==> src/rtl/router_pkt_tx_pkg.sv <==
// ---------------------------------------------------------------------------
// router_pkt_tx_pkg
// Shared definitions for the router packet source:
//   - transmitter FSM state encoding
//   - header field positions (length [7:2], address [1:0])
//   - the reserved destination address that the router cannot route
//   - header build and parity accumulation helpers
// ---------------------------------------------------------------------------
package router_pkt_tx_pkg;

    typedef enum logic [2:0] {
        ST_IDLE = 3'd0,
        ST_HDR  = 3'd1,
        ST_PLD  = 3'd2,
        ST_PAR  = 3'd3,
        ST_CHK  = 3'd4
    } tx_state_e;

    localparam int HDR_LEN_MSB  = 7;
    localparam int HDR_LEN_LSB  = 2;
    localparam int HDR_ADDR_MSB = 1;
    localparam int HDR_ADDR_LSB = 0;

    // The router has three output ports; address 3 has no destination.
    localparam logic [1:0] ADDR_INVALID = 2'd3;

    function automatic logic [7:0] make_header(input logic [5:0] len,
                                               input logic [1:0] addr);
        logic [7:0] hdr;
        hdr = 8'd0;
        hdr[HDR_LEN_MSB:HDR_LEN_LSB]   = len;
        hdr[HDR_ADDR_MSB:HDR_ADDR_LSB] = addr;
        return hdr;
    endfunction

    // Packet parity is the bytewise XOR of header and all payload bytes.
    function automatic logic [7:0] parity_update(input logic [7:0] acc,
                                                 input logic [7:0] data);
        return acc ^ data;
    endfunction

endpackage

==> src/rtl/router_pkt_tx_if.sv <==
// ---------------------------------------------------------------------------
// router_pkt_tx_if
// Byte-stream link between the packet source and the router input port.
//   data_out  : byte presented to router data_in
//   pkt_valid : packet-valid to the router (high for header and payload)
//   busy      : router back-pressure; a byte moves only on an edge with busy=0
//   err       : router parity-error verdict
// master = packet source, slave = router.
// ---------------------------------------------------------------------------
interface router_pkt_tx_if;
    logic [7:0] data_out;
    logic       pkt_valid;
    logic       busy;
    logic       err;

    modport master (output data_out, output pkt_valid, input busy, input err);
    modport slave  (input data_out, input pkt_valid, output busy, output err);
endinterface

==> src/rtl/router_tx_buf.sv <==
// ---------------------------------------------------------------------------
// router_tx_buf
// Payload buffer, MAX_LEN bytes deep, filled strictly in order.
//   clock, resetn : clock and asynchronous active-low reset (count only)
//   wr_en, wr_data: append one byte; ignored when full
//   clr           : empty the buffer (wins over wr_en)
//   rd_idx        : read index, rd_data is an asynchronous read
//   count, full   : registered fill level and full flag
// ---------------------------------------------------------------------------
module router_tx_buf #(
    parameter int MAX_LEN = 63
) (
    input  logic       clock,
    input  logic       resetn,
    input  logic       wr_en,
    input  logic       clr,
    input  logic [7:0] wr_data,
    input  logic [5:0] rd_idx,
    output logic [7:0] rd_data,
    output logic [5:0] count,
    output logic       full
);

    localparam logic [5:0] DEPTH = 6'(MAX_LEN);

    logic [7:0] mem_r [MAX_LEN];
    logic [5:0] count_r;
    logic       full_r;
    logic       wr_ok_s;

    // Qualify writes: clr takes precedence, and a full buffer drops bytes.
    always_comb begin
        wr_ok_s = 1'b0;
        if (wr_en && !clr && (count_r < DEPTH)) begin
            wr_ok_s = 1'b1;
        end else begin
            wr_ok_s = 1'b0;
        end
    end

    // Fill level and full flag.
    always_ff @(posedge clock or negedge resetn) begin
        if (!resetn) begin
            count_r <= 6'd0;
            full_r  <= 1'b0;
        end else if (clr) begin
            count_r <= 6'd0;
            full_r  <= 1'b0;
        end else if (wr_ok_s) begin
            count_r <= count_r + 6'd1;
            full_r  <= ((count_r + 6'd1) == DEPTH);
        end else begin
            count_r <= count_r;
            full_r  <= full_r;
        end
    end

    // Payload storage; contents are meaningless beyond count, so no reset.
    always_ff @(posedge clock) begin
        if (wr_ok_s) begin
            mem_r[count_r] <= wr_data;
        end
    end

    assign rd_data = mem_r[rd_idx];
    assign count   = count_r;
    assign full    = full_r;

endmodule

==> src/rtl/router_pkt_tx.sv <==
// ---------------------------------------------------------------------------
// router_pkt_tx
// Packet source for the 1x3 router input port. Buffers payload bytes, then
// on start frames header / payload / parity to the router honouring busy,
// and finally samples the router err output for ERR_WAIT cycles.
//   clock, resetn         : clock, asynchronous active-low reset
//   wr_en, wr_data, clr   : payload buffer load / clear (IDLE only)
//   start, dest_addr      : begin transmission to port 0..2
//   rtr (master)          : data_out, pkt_valid, busy, err link to router
//   tx_active             : not in IDLE
//   buf_count, buf_full   : buffer fill level
//   done                  : one-cycle pulse at end of error sampling
//   parity_err            : err seen during sampling, held to next start
//   reject                : one-cycle pulse for a refused start
// All outputs are registered; busy only reaches data_out through a flop.
// ---------------------------------------------------------------------------
module router_pkt_tx
    import router_pkt_tx_pkg::*;
#(
    parameter int MAX_LEN  = 63,
    parameter int ERR_WAIT = 4
) (
    input  logic                   clock,
    input  logic                   resetn,
    input  logic                   wr_en,
    input  logic [7:0]             wr_data,
    input  logic                   clr,
    input  logic                   start,
    input  logic [1:0]             dest_addr,
    router_pkt_tx_if.master        rtr,
    output logic                   tx_active,
    output logic [5:0]             buf_count,
    output logic                   buf_full,
    output logic                   done,
    output logic                   parity_err,
    output logic                   reject
);

    localparam int CNT_W = (ERR_WAIT > 1) ? $clog2(ERR_WAIT) : 1;
    localparam logic [CNT_W-1:0] CNT_LAST = CNT_W'(ERR_WAIT - 1);

    tx_state_e        state_r, state_s;
    logic [5:0]       len_r, len_s;
    logic [1:0]       addr_r, addr_s;
    logic [5:0]       idx_r, idx_s;
    logic [7:0]       parity_r, parity_s;
    logic [CNT_W-1:0] chk_cnt_r, chk_cnt_s;
    logic             err_flag_r, err_flag_s;
    logic [7:0]       data_out_r, data_out_s;
    logic             pkt_valid_r, pkt_valid_s;
    logic             tx_active_r, tx_active_s;
    logic             done_r, done_s;
    logic             parity_err_r, parity_err_s;
    logic             reject_r, reject_s;

    logic             buf_wr_s;
    logic             buf_clr_s;
    logic [5:0]       rd_idx_s;
    logic [7:0]       rd_data_s;
    logic [5:0]       count_s;
    logic             full_s;

    router_tx_buf #(.MAX_LEN(MAX_LEN)) u_buf (
        .clock   (clock),
        .resetn  (resetn),
        .wr_en   (buf_wr_s),
        .clr     (buf_clr_s),
        .wr_data (wr_data),
        .rd_idx  (rd_idx_s),
        .rd_data (rd_data_s),
        .count   (count_s),
        .full    (full_s)
    );

    // Look-ahead read index: the byte to present after the current transfer.
    always_comb begin
        rd_idx_s = 6'd0;
        if (state_r == ST_PLD) begin
            rd_idx_s = idx_r + 6'd1;
        end else begin
            rd_idx_s = 6'd0;
        end
    end

    // Next state, datapath updates and next values of the registered outputs.
    always_comb begin
        state_s      = state_r;
        len_s        = len_r;
        addr_s       = addr_r;
        idx_s        = idx_r;
        parity_s     = parity_r;
        chk_cnt_s    = chk_cnt_r;
        err_flag_s   = err_flag_r;
        data_out_s   = data_out_r;
        pkt_valid_s  = pkt_valid_r;
        done_s       = 1'b0;
        parity_err_s = parity_err_r;
        reject_s     = 1'b0;
        buf_wr_s     = 1'b0;
        buf_clr_s    = 1'b0;

        case (state_r)
            ST_IDLE: begin
                data_out_s  = 8'd0;
                pkt_valid_s = 1'b0;
                if (clr) begin
                    buf_clr_s = 1'b1;
                end else if (start) begin
                    if ((count_s == 6'd0) || (dest_addr == ADDR_INVALID)) begin
                        reject_s = 1'b1;
                    end else begin
                        len_s        = count_s;
                        addr_s       = dest_addr;
                        parity_err_s = 1'b0;
                        data_out_s   = make_header(count_s, dest_addr);
                        pkt_valid_s  = 1'b1;
                        state_s      = ST_HDR;
                    end
                end else if (wr_en) begin
                    // The buffer itself drops the byte when full.
                    buf_wr_s = 1'b1;
                end else begin
                    state_s = ST_IDLE;
                end
            end

            ST_HDR: begin
                if (!rtr.busy) begin
                    parity_s    = data_out_r;
                    idx_s       = 6'd0;
                    data_out_s  = rd_data_s;
                    pkt_valid_s = 1'b1;
                    state_s     = ST_PLD;
                end else begin
                    state_s = ST_HDR;
                end
            end

            ST_PLD: begin
                if (!rtr.busy) begin
                    parity_s = parity_update(parity_r, data_out_r);
                    if (idx_r == (len_r - 6'd1)) begin
                        // Present the completed parity straight away.
                        data_out_s  = parity_update(parity_r, data_out_r);
                        pkt_valid_s = 1'b0;
                        state_s     = ST_PAR;
                    end else begin
                        idx_s       = idx_r + 6'd1;
                        data_out_s  = rd_data_s;
                        pkt_valid_s = 1'b1;
                    end
                end else begin
                    state_s = ST_PLD;
                end
            end

            ST_PAR: begin
                if (!rtr.busy) begin
                    data_out_s  = 8'd0;
                    pkt_valid_s = 1'b0;
                    chk_cnt_s   = '0;
                    err_flag_s  = 1'b0;
                    state_s     = ST_CHK;
                end else begin
                    state_s = ST_PAR;
                end
            end

            ST_CHK: begin
                err_flag_s = err_flag_r | rtr.err;
                if (chk_cnt_r == CNT_LAST) begin
                    done_s       = 1'b1;
                    parity_err_s = err_flag_r | rtr.err;
                    buf_clr_s    = 1'b1;
                    state_s      = ST_IDLE;
                end else begin
                    chk_cnt_s = chk_cnt_r + 1'b1;
                end
            end

            default: begin
                data_out_s  = 8'd0;
                pkt_valid_s = 1'b0;
                state_s     = ST_IDLE;
            end
        endcase

        tx_active_s = (state_s != ST_IDLE);
    end

    // State, datapath and output registers.
    always_ff @(posedge clock or negedge resetn) begin
        if (!resetn) begin
            state_r      <= ST_IDLE;
            len_r        <= 6'd0;
            addr_r       <= 2'd0;
            idx_r        <= 6'd0;
            parity_r     <= 8'd0;
            chk_cnt_r    <= '0;
            err_flag_r   <= 1'b0;
            data_out_r   <= 8'd0;
            pkt_valid_r  <= 1'b0;
            tx_active_r  <= 1'b0;
            done_r       <= 1'b0;
            parity_err_r <= 1'b0;
            reject_r     <= 1'b0;
        end else begin
            state_r      <= state_s;
            len_r        <= len_s;
            addr_r       <= addr_s;
            idx_r        <= idx_s;
            parity_r     <= parity_s;
            chk_cnt_r    <= chk_cnt_s;
            err_flag_r   <= err_flag_s;
            data_out_r   <= data_out_s;
            pkt_valid_r  <= pkt_valid_s;
            tx_active_r  <= tx_active_s;
            done_r       <= done_s;
            parity_err_r <= parity_err_s;
            reject_r     <= reject_s;
        end
    end

    assign rtr.data_out  = data_out_r;
    assign rtr.pkt_valid = pkt_valid_r;
    assign tx_active     = tx_active_r;
    assign buf_count     = count_s;
    assign buf_full      = full_s;
    assign done          = done_r;
    assign parity_err    = parity_err_r;
    assign reject        = reject_r;

endmodule

==> src/flat_wrapper.sv <==
// flat-port wrapper written by rule: the top's interface ports become plain ports
module router_pkt_tx_flat import router_pkt_tx_pkg::*;
#(
    parameter int MAX_LEN  = 63,
    parameter int ERR_WAIT = 4
)
  (clock, resetn, wr_en, wr_data, clr, start, dest_addr, tx_active, buf_count, buf_full, done, parity_err, reject, rtr_data_out, rtr_pkt_valid, rtr_busy, rtr_err);
  router_pkt_tx_if rtr_i ();
  input  logic clock;
  input  logic resetn;
  input  logic wr_en;
  input  logic [7:0] wr_data;
  input  logic clr;
  input  logic start;
  input  logic [1:0] dest_addr;
  output logic tx_active;
  output logic [5:0] buf_count;
  output logic buf_full;
  output logic done;
  output logic parity_err;
  output logic reject;
  output wire logic [$bits(rtr_i.data_out)-1:0] rtr_data_out;
  output wire logic [$bits(rtr_i.pkt_valid)-1:0] rtr_pkt_valid;
  input wire logic [$bits(rtr_i.busy)-1:0] rtr_busy;
  input wire logic [$bits(rtr_i.err)-1:0] rtr_err;
  assign rtr_data_out = rtr_i.data_out;
  assign rtr_pkt_valid = rtr_i.pkt_valid;
  assign rtr_i.busy = rtr_busy;
  assign rtr_i.err = rtr_err;
  router_pkt_tx #(.MAX_LEN(MAX_LEN), .ERR_WAIT(ERR_WAIT)) u_core (.clock(clock), .resetn(resetn), .wr_en(wr_en), .wr_data(wr_data), .clr(clr), .start(start), .dest_addr(dest_addr), .rtr(rtr_i), .tx_active(tx_active), .buf_count(buf_count), .buf_full(buf_full), .done(done), .parity_err(parity_err), .reject(reject));
endmodule
==> config.mk <==
export PLATFORM = sky130hd
export DESIGN_NAME = router_pkt_tx_flat
export DESIGN_NICKNAME = d
export VERILOG_FILES = /design/src/rtl/router_pkt_tx_pkg.sv /design/src/rtl/router_pkt_tx_if.sv /design/src/rtl/router_tx_buf.sv /design/src/rtl/router_pkt_tx.sv /design/src/flat_wrapper.sv
export SDC_FILE = /design/constraint.sdc
export NUM_CORES = 1
export LEC_CHECK = 0
export ABC_AREA = 1
export CORE_MARGIN = 2
export CORE_UTILIZATION = 44
export DETAILED_ROUTE_END_ITERATION = 10
export SLEW_MARGIN = 20
export SYNTH_ARGS = -nofsm -noshare
export SYNTH_HDL_FRONTEND = slang
export SYNTH_SLANG_ARGS = --single-unit
==> constraint.sdc <==
create_clock -name clock -period 2.7 [get_ports clock]
set_input_delay 0.27 -clock clock [delete_from_list [all_inputs] [get_ports clock]]
set_output_delay 0.27 -clock clock [all_outputs]
set_load 0.01 [all_outputs]
==> metrics.md <==
| Metric | Value |
|---|---|
| Part of the Yosys area used for sequential elements | `0.698` |
| Rel. slew slack | `0.430` |
| Die X | `roughly 230 um` |
| CTS tree | `done` |
| Via count | `between 15000 and 20000` |
| Syn Nets | `2112` |
| Final Cycle Share | `0.944` |
| Initial antenna violation count | `0` |
| Crit path kind | `flop to flop` |
| Clock Pin Slew Worst Setup and Hold Paths | `about 0.06 ns` |
| IO Port Bufs | `36` |
| Total iterations of the first detailed-routing run | `6` |
| Max Clock Skew | `about 0.027 ns` |
| Gr ovfl total | `0` |
| I/O pins | `37` |
| Dpl cell area | `25100 um2` |
| Worst hold slack | `approximately 0.067 ns` |
| Post-synth EDFFs | `504` |
| Die Area | `~55000 um2` |
| Final worst slack | `between 0.15 and 0.2 ns` |
| Seq. cell area | `16300 um2` |
| Post-synthesis async set-or-reset flop share | `0.0836` |
| Detailed-routed wire length on met3 | `slightly below 5000 um` |
| Crit path cell chain | `nor2_1, inv_2, nor2_1, inv_1, nor2_1, nand2_1, nor2_1, nand3_1, buf_4, nor2_1` |
| Slew @ Worst Pin | `0.855 ns` |
| Top cell family by delay on the critical path | `simple AND/OR/NAND/NOR gates` |
| Multi-input logic area | `~6100 um2` |
| Layout cells sized above 1 | `0.106` |
| Final nets | `2189` |
| First-pass GRT wire length | `slightly below 100000 um` |
| Fill cells | `between 4000 and 5000` |
| Finished Cell Area | `around 27000 um2` |
| Status | `complete, no violations` |
| Clk root buf | `clkbuf_16` |
| Clk_lat worst skew | `between 0.6 and 0.7 ns` |
| Req. time, crit path | `2.94 ns` |
| Top Metal Used | `met4` |
| Gp weighted congestion | `about 0.92` |
| Vias in the first global route | `15600` |
| Layout Cells excl Fill | `2900` |
| Max Root-Sink Buffers | `3` |
| IR drop worst, VDD | `0.000487 V` |
| RSZ-0062 raised after global routing | `true` |
| CP Data Arrival Time | `~2.8 ns` |
| Initial Utilization | `0.445` |
| Wire length on met2 | `29000 um` |
| DP Wirelength | `about 40000 um` |
| CTS Buf Count | `between 50 and 60` |
| Vias per Instance | `around 5.6` |
| Synth area leader | `edfxtp_1` |
| Synth area leaders | `edfxtp_1 (65%), nand3_1 (12%), nand2_1 (8.1%), dfrtp_1 (4.9%), nor2_1 (1.7%)` |
| Count of final max-slew check failures | `0` |
| Yosys top cell area share | `0.649` |
| Flops & latches, synth | `550` |
| Leak pwr | `9.91 nW` |
| Ys Warns | `0` |
| Number of max-cap violations | `0` |
| Pwr Density | `941 nW/um2` |
| DRC Markers | `0` |
| CORE AREA | `around 52000 um2` |
| Rows | `between 80 and 90` |
| Buf/Inv on CP | `3` |
| Critical Path Max Stage Delay | `approximately 0.53 ns` |
| Post-route ant nets | `0` |
| Fmax | `between 300 and 400 MHz` |
| Max FO, Critical Path | `8` |
| GRT Util Overall | `0.239` |
| Routed wire per std cell | `roughly 22 um` |
| Commonest non-fill, non-tap cells in the layout | `nand3_1 (565), edfxtp_1 (504), nand2_1 (503)` |
| Post-synthesis average cell area | `11.2 um2` |
| Diodes inserted | `0` |
| Most used cell along the critical path | `nor2_1` |
| Pre-CTS setup slack | `roughly 0.011 ns` |
| Slowest CP cell | `nor2_1` |
| Htree depth | `2` |
| Pin count of the biggest net entering global routing | `110` |
| Gate Count Post-Synth | `~2100` |
| M1 wire length | `about 28000 um` |
| Worst setup SP type | `flop` |
| Number of hold violations in the final report | `0` |
| Syn-to-layout area delta | `15.4%` |
| Routed WL | `between 60000 and 70000 um` |
| Setup tns final | `0 ns` |
| Die height | `between 200 and 250 um` |
| Count of cell types in the netlist | `35` |
| Placed cells | `roughly 2800` |
| Clock period minus final worst setup slack | `2.55 ns` |
| Commonest non-fill, non-tap cell in the layout | `nand3_1` |
| Worst hold path type | `input pin to flop` |
| Clk sinks | `between 500 and 600` |
| Final setup fails | `0` |
| Top FF cell, synth | `edfxtp_1` |
| Crit end category | `flop` |
| DR iter-0 viols | `approximately 1700` |
| Synthesized area | `approximately 23000 um2` |
[synth_stat cells (2+ instances only)]
cell	count
o22ai_1	4
nor3_1	3
buf_4	4
o2111ai_1	28
clkbuf_1	39
nand3_1	565
buf_2	63
o21bai_1	5
o21ai_0	23
inv_2	8
nor2_1	105
nor2_4	3
nand2_1	505
o211ai_1	2
inv_1	101
edfxtp_1	504
xnor2_1	11
a21oi_1	14
buf_1	17
dfrtp_1	46
xor2_1	6
clkinv_1	3
a31oi_1	8
ha_1	6
nand4_1	3
nor2_2	4
[cell type report]
| type | instances | area share |
|---|---|---|
| clock buffer | 68 | 0.0541 |
| clock inverter | 36 | 0.0122 |
| inverter | 112 | 0.0157 |
| multi-input combinational | 1304 | 0.227 |
| sequential | 550 | 0.605 |
| tap | 688 | 0.0320 |
| timing repair buffer | 142 | 0.0537 |
[sequential cells by signal, indices dropped and copies added, names as in the netlist, 2 cells and up]
register             cells
u_core.idx_r             6
u_core.rtr.data_out      8
u_core.state_r           3
u_core.u_buf.count       6
u_core.len_r             6
u_core.u_buf.mem_r     504
u_core.parity_r          8
u_core.chk_cnt_r         2
[power breakdown]
| part | switching, W | leakage, nW | internal [W] |
|---|---|---|---|
| sequential | 0.000194 | 5.13 | 0.00953 |
| clock | 0.00323 | 0.872 | 0.00432 |
| combinational | 0.00550 | 3.91 | 0.00255 |
| total | 0.00893 | 9.91 | 0.0164 |
[routing by layer]
metal	track usage	up-vias
li1	-	7513
met1	0.345	7819
met2	0.359	685
met3	0.0421	108
met4	0.0973	0
met5	0	-
[per-stage QoR]
step,utilization,power [W]
global route,0.513,0.0267
floorplan,-,0.0150
detailed placement,0.478,0.0179
global placement,0.478,0.0179
finish,0.513,0.0253
CTS,0.513,0.0255
[path summary, 6_finish.rpt]
check                                               from                                   to  slack, ns  cells past startpoint
max                          u_core.state_r[0]$_DFF_PN0_  u_core.u_buf.mem_r[58][2]$_DFFE_PP_       0.15                     10
min                                           wr_data[2]  u_core.u_buf.mem_r[37][2]$_DFFE_PP_       0.07                      1
max reg2reg                  u_core.state_r[0]$_DFF_PN0_  u_core.u_buf.mem_r[58][2]$_DFFE_PP_       0.15                     10
min reg2reg                u_core.err_flag_r$_DFFE_PN0P_        u_core.err_flag_r$_DFFE_PN0P_       0.48                      2
max in group asynchronous                         resetn       u_core.parity_r[5]$_DFFE_PN0P_       1.84                      3
min in group asynchronous                         resetn   u_core.rtr.data_out[5]$_DFFE_PN0P_       0.23                      2
[kinds of logic after synthesis]
family	count (synthesis)	share of synthesized area
AO/OA/AOI/OAI	87	0.0250
XOR/XNOR	17	0.00638
adder cells (fa/ha/maj)	6	0.00322
buffers and inverters	235	0.0418
flip-flops	550	0.698
AND/OR/NAND/NOR	1194	0.225
[timing repair]
item,in CTS,in global routing
endpoints found under the setup margin,0,181
hold buffers,1,0
endpoints found under the hold margin,25,0
buffers inserted,0,0
gates resized for setup,0,17
(Power assumes the default switching activity.)
